## src/rtl/clock_demux_2_if.sv

```systemverilog
// Handshake bundle for clock_demux_2: one routed input stream and two buffered output slots.
// The master side drives the input word and consumer readies; the slave side is the demux.
interface clock_demux_2_if #(
  parameter int N = 32
);
  logic [N-1:0] D;
  logic         Ctrl;
  logic         In_valid;
  logic         In_ready;
  logic [N-1:0] A;
  logic         A_valid;
  logic         A_ready;
  logic [N-1:0] B;
  logic         B_valid;
  logic         B_ready;
  logic [7:0]   A_cnt;
  logic [7:0]   B_cnt;

  modport master (
    output D, Ctrl, In_valid, A_ready, B_ready,
    input  In_ready, A, A_valid, B, B_valid, A_cnt, B_cnt
  );

  modport slave (
    input  D, Ctrl, In_valid, A_ready, B_ready,
    output In_ready, A, A_valid, B, B_valid, A_cnt, B_cnt
  );
endinterface

```

## src/rtl/clock_demux_2.sv

```systemverilog
// Routes each accepted input word into one of two single-entry output slots (A or B) chosen by Ctrl,
// with per-slot valid/ready handshakes and modulo-256 delivery counters.
module clock_demux_2 #(
  parameter int N = 32
) (
  input logic           clk,
  input logic           rst_n,
  clock_demux_2_if.slave bus
);

  typedef enum logic {
    EMPTY = 1'b0,
    FULL  = 1'b1
  } slot_state_t;

  slot_state_t  a_state, b_state;
  logic [N-1:0] a_data, b_data;
  logic [7:0]   a_cnt, b_cnt;
  logic         a_free, b_free, in_ready;
  logic         accept_a, accept_b, deliver_a, deliver_b;

  // A slot can take a word if it is empty or its current word leaves this same cycle.
  assign a_free    = (a_state == EMPTY) | bus.A_ready;
  assign b_free    = (b_state == EMPTY) | bus.B_ready;
  assign in_ready  = rst_n & (bus.Ctrl ? b_free : a_free);

  assign accept_a  = bus.In_valid & in_ready & ~bus.Ctrl;
  assign accept_b  = bus.In_valid & in_ready &  bus.Ctrl;
  assign deliver_a = (a_state == FULL) & bus.A_ready;
  assign deliver_b = (b_state == FULL) & bus.B_ready;

  always_ff @(posedge clk) begin
    if (!rst_n) begin
      a_state <= EMPTY;
      b_state <= EMPTY;
      a_data  <= '0;
      b_data  <= '0;
      a_cnt   <= 8'd0;
      b_cnt   <= 8'd0;
    end else begin
      // A same-cycle accept takes priority over emptying, so a refilled slot has no bubble.
      case (a_state)
        EMPTY: begin
          if (accept_a) begin
            a_state <= FULL;
            a_data  <= bus.D;
          end
        end
        FULL: begin
          if (accept_a)
            a_data <= bus.D;
          else if (deliver_a)
            a_state <= EMPTY;
        end
        default: a_state <= EMPTY;
      endcase

      case (b_state)
        EMPTY: begin
          if (accept_b) begin
            b_state <= FULL;
            b_data  <= bus.D;
          end
        end
        FULL: begin
          if (accept_b)
            b_data <= bus.D;
          else if (deliver_b)
            b_state <= EMPTY;
        end
        default: b_state <= EMPTY;
      endcase

      if (deliver_a)
        a_cnt <= a_cnt + 8'd1;
      if (deliver_b)
        b_cnt <= b_cnt + 8'd1;
    end
  end

  assign bus.In_ready = in_ready;
  assign bus.A        = a_data;
  assign bus.A_valid  = (a_state == FULL);
  assign bus.B        = b_data;
  assign bus.B_valid  = (b_state == FULL);
  assign bus.A_cnt    = a_cnt;
  assign bus.B_cnt    = b_cnt;

endmodule

```

## src/flat_wrapper.sv

```systemverilog
// flat-port wrapper written by rule: the top's interface ports become plain ports
module clock_demux_2_flat 
#(
  parameter int N = 32
)
  (clk, rst_n, bus_D, bus_Ctrl, bus_In_valid, bus_A_ready, bus_B_ready, bus_In_ready, bus_A, bus_A_valid, bus_B, bus_B_valid, bus_A_cnt, bus_B_cnt);
  clock_demux_2_if #(.N(N)) bus_i ();
  input logic clk;
  input logic rst_n;
  input wire logic [$bits(bus_i.D)-1:0] bus_D;
  input wire logic [$bits(bus_i.Ctrl)-1:0] bus_Ctrl;
  input wire logic [$bits(bus_i.In_valid)-1:0] bus_In_valid;
  input wire logic [$bits(bus_i.A_ready)-1:0] bus_A_ready;
  input wire logic [$bits(bus_i.B_ready)-1:0] bus_B_ready;
  output wire logic [$bits(bus_i.In_ready)-1:0] bus_In_ready;
  output wire logic [$bits(bus_i.A)-1:0] bus_A;
  output wire logic [$bits(bus_i.A_valid)-1:0] bus_A_valid;
  output wire logic [$bits(bus_i.B)-1:0] bus_B;
  output wire logic [$bits(bus_i.B_valid)-1:0] bus_B_valid;
  output wire logic [$bits(bus_i.A_cnt)-1:0] bus_A_cnt;
  output wire logic [$bits(bus_i.B_cnt)-1:0] bus_B_cnt;
  assign bus_i.D = bus_D;
  assign bus_i.Ctrl = bus_Ctrl;
  assign bus_i.In_valid = bus_In_valid;
  assign bus_i.A_ready = bus_A_ready;
  assign bus_i.B_ready = bus_B_ready;
  assign bus_In_ready = bus_i.In_ready;
  assign bus_A = bus_i.A;
  assign bus_A_valid = bus_i.A_valid;
  assign bus_B = bus_i.B;
  assign bus_B_valid = bus_i.B_valid;
  assign bus_A_cnt = bus_i.A_cnt;
  assign bus_B_cnt = bus_i.B_cnt;
  clock_demux_2 #(.N(N)) u_core (.clk(clk), .rst_n(rst_n), .bus(bus_i));
endmodule
```

## config.mk

```make
export PLATFORM = sky130hd
export DESIGN_NAME = clock_demux_2_flat
export DESIGN_NICKNAME = d
export VERILOG_FILES = /design/src/rtl/clock_demux_2_if.sv /design/src/rtl/clock_demux_2.sv /design/src/flat_wrapper.sv
export SDC_FILE = /design/constraint.sdc
export NUM_CORES = 1
export LEC_CHECK = 0
export ABC_AREA = 1
export BUFFER_PORTS_ARGS = -buffer_cell sky130_fd_sc_hd__buf_2
export CAP_MARGIN = 40
export CORE_ASPECT_RATIO = 0.8
export CORE_MARGIN = 8
export CORE_UTILIZATION = 55
export CTS_BUF_LIST = sky130_fd_sc_hd__clkbuf_4 sky130_fd_sc_hd__clkbuf_8
export CTS_CLUSTER_SIZE = 28
export DETAILED_ROUTE_END_ITERATION = 16
export PLACE_DENSITY = 0.84
export RECOVER_POWER = 50
export SYNTH_ARGS = -nofsm -noshare
export SYNTH_HDL_FRONTEND = slang
export SYNTH_SLANG_ARGS = --single-unit
```

## constraint.sdc

```tcl
create_clock -name clk -period 3.2 [get_ports clk]
set_input_delay 0.64 -clock clk [delete_from_list [all_inputs] [get_ports clk]]
set_output_delay 0.64 -clock clk [all_outputs]
set_load 0.02 [all_outputs]
```

==> out/metrics.yaml, run 1 <==
cts_hold_buffers: 0
drv_slew: 0
viasPerCell: 5.02
max_freq_mhz: 460
syn_area_per_cell_um2: 7.11
synth_cell_types: 20
grt_antenna_before_repair: 0
cp_slowest_cell: "buf_2"
dpl_cell_area_um2: 3970
num_antenna_cells: 0
ys_async_sr_fraction_pct: 0
critPathMaxStageDelay_ps: 390
crit_chain: "buf_2, nand2_1, nor2_2, buf_2"
fin_util_pct: 69.1
avgRoutedWirePerCell_um: 13.7
path_common_cell: "buf_2"
cts_max_level: 3
worstRegToRegCells: 5
ys.flop_type: "dfxtp_1"
final.setup.tns_ps: 0
synthTopCellsByCount: "159 x nor2_1, 82 x dfxtp_1, 57 x nand2_1"
drt_first_pass_iters: 4
r2r_slack_ps: 1650
syn_nets: 511
fin_crit_sh_pct: 67.9
hold_path_startpoint: "u_core.bus.B[6]"
status: "complete, no violations"
tightest_slew_ps: 761
yosysWarningCount: 0
grt-ovfl-total: 0
dp_cells: 649
min_to: "u_core.bus.B[6]"
grt_pass1_vias: 3200
clk_latency_ps: 350
grt_first_pass_wirelength_um: 14700
synth_edf_count: 0
worstPathMaxFanout: 27
crit_path_end_kind: "output port"
whs_ps: 486
maxCapViolations: 0
rsz0062_at_grt: "no"
cts-resized-gates: 0
grt_max_degree: 37
ys_seq_area_share_pct: 49.0
nets: 619
holdPathStages: 2
dp_slack_ps: 737
yosysTopAreaCell: "dfxtp_1"
areaGrowthSynthToFinish_pct: 22.0
start_util_pct: 56.7
num_vias: 3336
crit_start: "rst_n"
die_w_um: 103
postCtsSetupBuffers: 0
place.port_buffers: 120
relSlewSlack_pct: 49.2
cts_tree: "built"
critPathArrivalTime_ps: 1530
fp.dieH_um: 85.8
start_kind: "input port"
synth_most_common_cell: "nor2_1"
fin_crit_ps: 2170
clock_path_buffers: 2
io_pins: 121
numClockSinks: 82
hold_class: "flop to flop"
drt_iter0_markers: 143
finalPower_mw: 2.09
dp_hpwl_um: 6530
fp.dieArea_um2: 8860
worstSetupPathType: "input port to output port"
fin_skew_ps: 6.93
synth_area_leaders: "dfxtp_1 49%, nor2_1 18%, nand4_1 6.5%, nand2_1 6.4%, inv_1 5.6%"
synth_seq_cells: 82
place.gp.congestion: 0.789
fin_area_um2: 4090
grt_usage_pct: 20.8
wl_um: 9100
layout_setup_ws_ps: 1030
rows: 25
syn_inst: 471
p_per_area_nw_per_um2: 512
r2r-start: "u_core.bus.B_valid"
synth_top_area_share_pct: 49.0
r2r_end: "u_core.bus.A[26]"
root_buffer: "clkbuf_8"
fillers: 571
cp.required_ps: 2560
route.detailed.drc: 0
layout-drive-gt1-share_pct: 13.2
drtAntennaViolNets: 0
numCtsBuffers: 9
hold_viol: 0
finalSetupViolCount: 0
p_leak_nw: 1.91
syn_area_um2: 3350
stdcell_count: 665
core-area_um2: 5910
peakVddDrop_uv: 354
clkTransAtPathRegs_ps: 80
## cells by family (layout without fill, tap and decap cells)
group                    count (synthesis)  count (layout)  synth area share [%]
XOR/XNOR                                 4               4                  1.05
flip-flops                              82              82                  49.0
AO/OA/AOI/OAI                           39              39                  5.83
AND/OR/NAND/NOR                        264             264                  33.3
adder cells (fa/ha/maj)                  2               2                 0.747
buffers and inverters                   80             193                  10.1
## cells in the final DEF (no fill, tap or decap)
cell type / netlist / layout
dfxtp_1: 82 / 82
clkinv_2: 0 / 3
ha_1: 2 / 2
nor2_2: 1 / 1
xor2_1: 2 / 2
nand3_2: 1 / 1
a21oi_1: 35 / 35
clkinvlp_4: 0 / 1
inv_1: 50 / 50
inv_2: 1 / 1
nor2_1: 159 / 159
buf_2: 13 / 50
bufinv_16: 0 / 1
nand4_1: 35 / 35
nor2_4: 1 / 1
xnor2_1: 2 / 2
buf_16: 0 / 1
nand3_1: 9 / 9
clkbuf_1: 8 / 70
nand2_1: 57 / 57
clkbuf_8: 0 / 11
buf_4: 0 / 5
nand4_2: 1 / 1
o21ai_0: 4 / 4
## area by class of cell
type,count,area [µm²],area share (%)
clock buffers,11,151,3.70
clock inverters,5,52.6,1.29
inverters,51,191,4.68
multi-input cells,309,1370,33.5
flip-flops and latches,82,1640,40.2
well taps,81,101,2.48
repair buffers,126,578,14.1
## worst max path at each step
| stage | end | slack, ps |
|---|---|---|
| after floorplan | bus_In_ready | 1340 |
| after global placement | u_core.bus.A[22] | 810 |
| after detailed placement | u_core.bus.A[17] | 740 |
| after CTS | bus_In_ready | 1040 |
| after global routing | u_core.bus.A[26] | 950 |
| final | bus_In_ready | 1030 |
## power by group
part	total [mW]	leakage, nW	switching, mW	internal (mW)
Clock	0.761	0.105	0.362	0.399
Combinational	0.251	1.14	0.174	0.0771
Sequential	1.08	0.667	0.0221	1.06
Total	2.09	1.91	0.558	1.53
## layer usage
metal | wire [µm] | track usage, % | up-vias
met1 | 3710 | 23.8 | 1520
met5 | 0 | 0 | -
met3 | 1030 | 9.22 | 14
met2 | 4230 | 33.8 | 118
li1 | - | - | 1684
met4 | 134 | 6.95 | 0
## flip-flops by register name, indices dropped and copies added, names as in the netlist
name / cells
u_core.bus.A_cnt: 8
u_core.bus.A_valid: 1
u_core.bus.A: 32
u_core.bus.B: 32
u_core.bus.B_valid: 1
u_core.bus.B_cnt: 8
## worst max-delay path, delay by kind of cell
family | cells | cell delay, ps
buffers and inverters | 2 | 590
AND/OR/NAND/NOR | 2 | 290
No activity file was read; power rests on OpenSTA's default activity.
==> run 2: changes to the inputs <==
CORE_UTILIZATION = 51   (was 55)
PLACE_DENSITY = 0.79   (was 0.84)
clock period = 2 ns   (was 3.2 ns; I/O delays follow)
==> out/metrics.yaml, run 2 (same netlist as run 1, synthesis figures left out) <==
highest_layer: "met4"
layout_common_cells: "159 x nor2_1, 82 x dfxtp_1, 68 x clkbuf_1, 57 x nand2_1, 52 x buf_2"
rows: 26
grt-ovfl-total: 0
dp_hpwl_um: 6430
io_pins: 121
viasPerCell: 4.91
crit_chain: "nand2_1, nor2_1, nor2_2, buf_2"
critPathArrivalTime_ps: 1280
nets: 622
numClockSinks: 82
drt_first_pass_iters: 4
grt_pass1_vias: 3113
fp.dieH_um: 88.5
peakVddDrop_uv: 517
num_antenna_cells: 0
cts_hold_buffers: 0
grt_usage_pct: 19.0
place.port_buffers: 120
final.setup.tns_ps: 0
fin_crit_sh_pct: 84.0
clkTransAtPathRegs_ps: 80
drtAntennaViolNets: 0
min_to: "u_core.bus.A[24]"
path_buf_inv: 1
tightest_slew_ps: 645
met1Wirelength_um: 3690
critPathMaxStageDelay_ps: 430
worstPathMaxFanout: 5
finalSetupViolCount: 0
multiInputGateArea_um2: 1370
clk_latency_ps: 350
place.gp.congestion: 0.823
switching_share_pct: 24.7
met3_length_um: 1040
fp.dieArea_um2: 9440
drv_slew: 0
wl_um: 8890
layout-drive-gt1-share_pct: 14.0
cts-resized-gates: 0
cts_max_level: 3
pwr-share-comb_pct: 11.2
cpLargestDelayFamily: "flip-flops"
numCtsBuffers: 9
area.sequential_um2: 1640
maxCapViolations: 0
grt_max_degree: 66
max_freq_mhz: 595
root_buffer: "clkbuf_8"
dr_wl_met2_um: 4050
rsz0062_at_grt: "no"
pwr-share-clk_pct: 40.2
fin_skew_ps: 5.82
core-area_um2: 6380
fin_crit_ps: 1680
fillers: 618
route.detailed.drc: 0
status: "complete, no violations"
postCtsSetupBuffers: 0
crit_path_end_kind: "output port"
r2r_end: "u_core.bus.B[5]"
grt_antenna_before_repair: 0
cts_tree: "built"
p_seq_share_pct: 48.6
worstSetupPathType: "flop to output port"
grt_first_pass_wirelength_um: 14600
r2r-start: "u_core.bus.B_valid"
relSlewSlack_pct: 57.0
cp_slowest_cell: "dfxtp_1"
final_common_cell: "nor2_1"
holdPathStages: 5
worstRegToRegCells: 6
cp.required_ps: 1600
hold_viol: 0
die_w_um: 107
num_vias: 3293
avgRoutedWirePerCell_um: 13.2
clock_path_buffers: 2
hold_path_startpoint: "bus_D[24]"
start_kind: "flop"
p_per_area_nw_per_um2: 857
r2r_slack_ps: 420
p_sw_mw: 0.878
finalPower_mw: 3.55
areaGrowthSynthToFinish_pct: 23.6
hold_class: "input port to flop"
p_int_mw: 2.67
start_util_pct: 52.6
drt_iter0_markers: 129
p_leak_nw: 1.95
## run 2: stage by stage
stage	utilization [%]	hold slack [ps]	area, µm²	setup WS [ps]	std cells
final	65.0	390	4140	319	671
after detailed placement	62.8	468	4000	360	655
after floorplan	-	558	3350	615	471
after CTS	66.5	372	4240	309	671
after global routing	65.0	395	4140	182	671
after global placement	62.8	461	4000	418	655
## run 2: area by class of cell
class,count,area share (%)
Sequential cell,82,39.6
Timing Repair Buffer,129,14.3
Inverter,51,4.62
Multi-Input combinational cell,309,33.1
Tap cell,84,2.54
Clock inverter,5,2.48
Clock buffer,11,3.35
## run 2: power by group through the flow
stage	Sequential, mW	Clock (mW)	Combinational [mW]
floorplan	1.83	0	0.198
global placement	1.76	0	0.410
detailed placement	1.76	0	0.418
CTS	1.72	1.45	0.420
global route	1.73	1.52	0.447
finish	1.72	1.43	0.399
## run 2: worst max-delay path by stage
stage                             from                to  slack (ps)  cells after the start
floorplan           u_core.bus.B_valid      bus_In_ready         620                      4
global placement                 rst_n  u_core.bus.A[22]         420                      6
detailed placement               rst_n  u_core.bus.A[28]         360                      6
CTS                 u_core.bus.A_valid      bus_In_ready         310                      4
global route        u_core.bus.B_valid   u_core.bus.B[5]         180                      6
finish              u_core.bus.A_valid      bus_In_ready         320                      4
## run 2: worst min-delay path, cell delays in order
cell	delay [ps]
buf_2	70
inv_1	40
nand4_1	80
nand2_1	50
nor2_1	70
## run 2: layer usage
metal | vias up | GRT usage (%)
met2 | 122 | 31.7
met3 | 12 | 8.59
met4 | 0 | 5.35
li1 | 1698 | -
met1 | 1461 | 21.6
met5 | - | 0
==> run 3: changes to the inputs <==
CORE_UTILIZATION = 46   (was 51)
PLACE_DENSITY = 0.75   (was 0.79)
clock period = 1.4 ns   (was 2 ns; I/O delays follow)
==> out/metrics.yaml, run 3 (same netlist as run 1, synthesis figures left out) <==
status: "finished, violations left"
violations: "setup timing"
numClockSinks: 82
r2r_end: "u_core.bus.B[15]"
final_common_cell: "nor2_1"
grt_pass1_vias: 3221
grt_antenna_before_repair: 0
layout-drive-gt1-share_pct: 33.9
layout_setup_ws_ps: -37.5
drv_slew: 0
grt_first_pass_wirelength_um: 15000
num_vias: 3398
start_util_pct: 46.4
r2r_slack_ps: 20
fin_util_pct: 62.8
cts_max_level: 3
worstRegToRegCells: 7
numCtsBuffers: 9
cp_slowest_cell: "dfxtp_4"
areaGrowthSynthToFinish_pct: 35.2
place.gp.congestion: 0.776
route.detailed.drc: 0
grt_usage_pct: 17.4
p_leak_nw: 2.32
fin_crit_ps: 1440
num_antenna_cells: 0
max_freq_mhz: 696
finalSetupViolCount: 1
crit_end: "bus_In_ready"
cts_hold_buffers: 0
drtAntennaViolNets: 0
fin_area_um2: 4530
crit_path_end_kind: "output port"
p_per_area_nw_per_um2: 1040
crit_start: "u_core.bus.B_valid"
grt_max_degree: 39
hold_class: "input port to flop"
fp.dieArea_um2: 10300
clock_path_buffers: 2
clkTransAtPathRegs_ps: 80
whs_ps: 261
met3_length_um: 968
peakVddDrop_uv: 511
relSlewSlack_pct: 77.6
maxCapViolations: 0
rows: 28
avgRoutedWirePerCell_um: 13.5
wl_um: 9350
die_w_um: 111
start_kind: "flop"
io_pins: 121
place.port_buffers: 120
core-area_um2: 7220
finalPower_mw: 4.70
highest_layer: "met4"
worstPathMaxFanout: 2
fin_skew_ps: 7.47
dp_hpwl_um: 6530
tightest_slew_ps: 337
rsz0062_at_grt: "yes"
cp.required_ps: 1120
nets: 638
viasPerCell: 4.91
clk_latency_ps: 340
dpl_cell_area_um2: 4070
fillers: 669
worstSetupPathType: "flop to output port"
critPathArrivalTime_ps: 1160
root_buffer: "clkbuf_8"
dr_wl_met2_um: 4370
fp.dieH_um: 92.3
crit_chain: "nand3_4, nand2_4, nor2_4, buf_12, buf_8"
fin_crit_sh_pct: 103
grt-ovfl-total: 0
drt_first_pass_iters: 4
r2r-start: "u_core.bus.B_valid"
layout_common_cells: "142 x nor2_1, 118 x buf_2, 76 x dfxtp_1, 55 x nand2_1, 50 x inv_1"
hold_viol: 0
drt_iter0_markers: 134
critPathMaxStageDelay_ps: 350
cts_tree: "built"
met1Wirelength_um: 3950
-- run 3: how the worst min path moves through the flow --
stage / startpoint / end / slack [ps] / cells after the start
after detailed placement: u_core.bus.A[4] / u_core.bus.A[4] / 470 / 2
after CTS: bus_D[21] / u_core.bus.A[21] / 250 / 5
after floorplan: bus_B_ready / u_core.bus.B_valid / 480 / 3
final: bus_B_ready / u_core.bus.B_cnt[0] / 260 / 4
after global routing: bus_D[9] / u_core.bus.A[9] / 280 / 5
after global placement: u_core.bus.A[1] / u_core.bus.A[1] / 460 / 2
-- run 3: through the flow --
step	std cells	setup slack (ps)	setup TNS [ps]
CTS	688	-71.1	-71.1
detailed placement	669	25.7	0
global route	692	-110	-681
finish	692	-37.5	-37.5
global placement	669	57.7	0
floorplan	471	49.7	0
-- run 3: layout make-up --
class | instances | area (µm²) | area share (%)
Clock inverter | 4 | 27.5 | 0.608
Timing Repair Buffer | 145 | 878 | 19.4
Inverter | 51 | 191 | 4.23
Clock buffer | 11 | 151 | 3.34
Sequential cell | 82 | 1650 | 36.5
Tap cell | 90 | 113 | 2.49
Multi-Input combinational cell | 309 | 1520 | 33.5
-- run 3: per-layer routing --
layer  vias up  track usage [%]
li1       1726                -
met1      1561             19.5
met2       103             29.2
met3         8             8.85
met4         0             3.32
met5         -                0
-- run 3: power by group --
part,leakage (nW),total (mW),internal [mW],switching [mW]
combinational,1.57,0.679,0.254,0.425
sequential,0.670,2.46,2.41,0.0472
clock,0.0834,1.56,0.728,0.827
total,2.32,4.70,3.40,1.30
-- run 3: what timing repair did --
item,CTS,global route
gates resized for setup,13,47
pin swaps,4,7
gates cloned,0,2
setup buffers,4,2
endpoints found under the setup margin,2,34
-- run 3: critical path, delay by kind of cell (launching register included) --
kind / cells / cell delay (ps)
AND/OR/NAND/NOR: 3 / 250
buffers and inverters: 2 / 220
flip-flops: 1 / 350
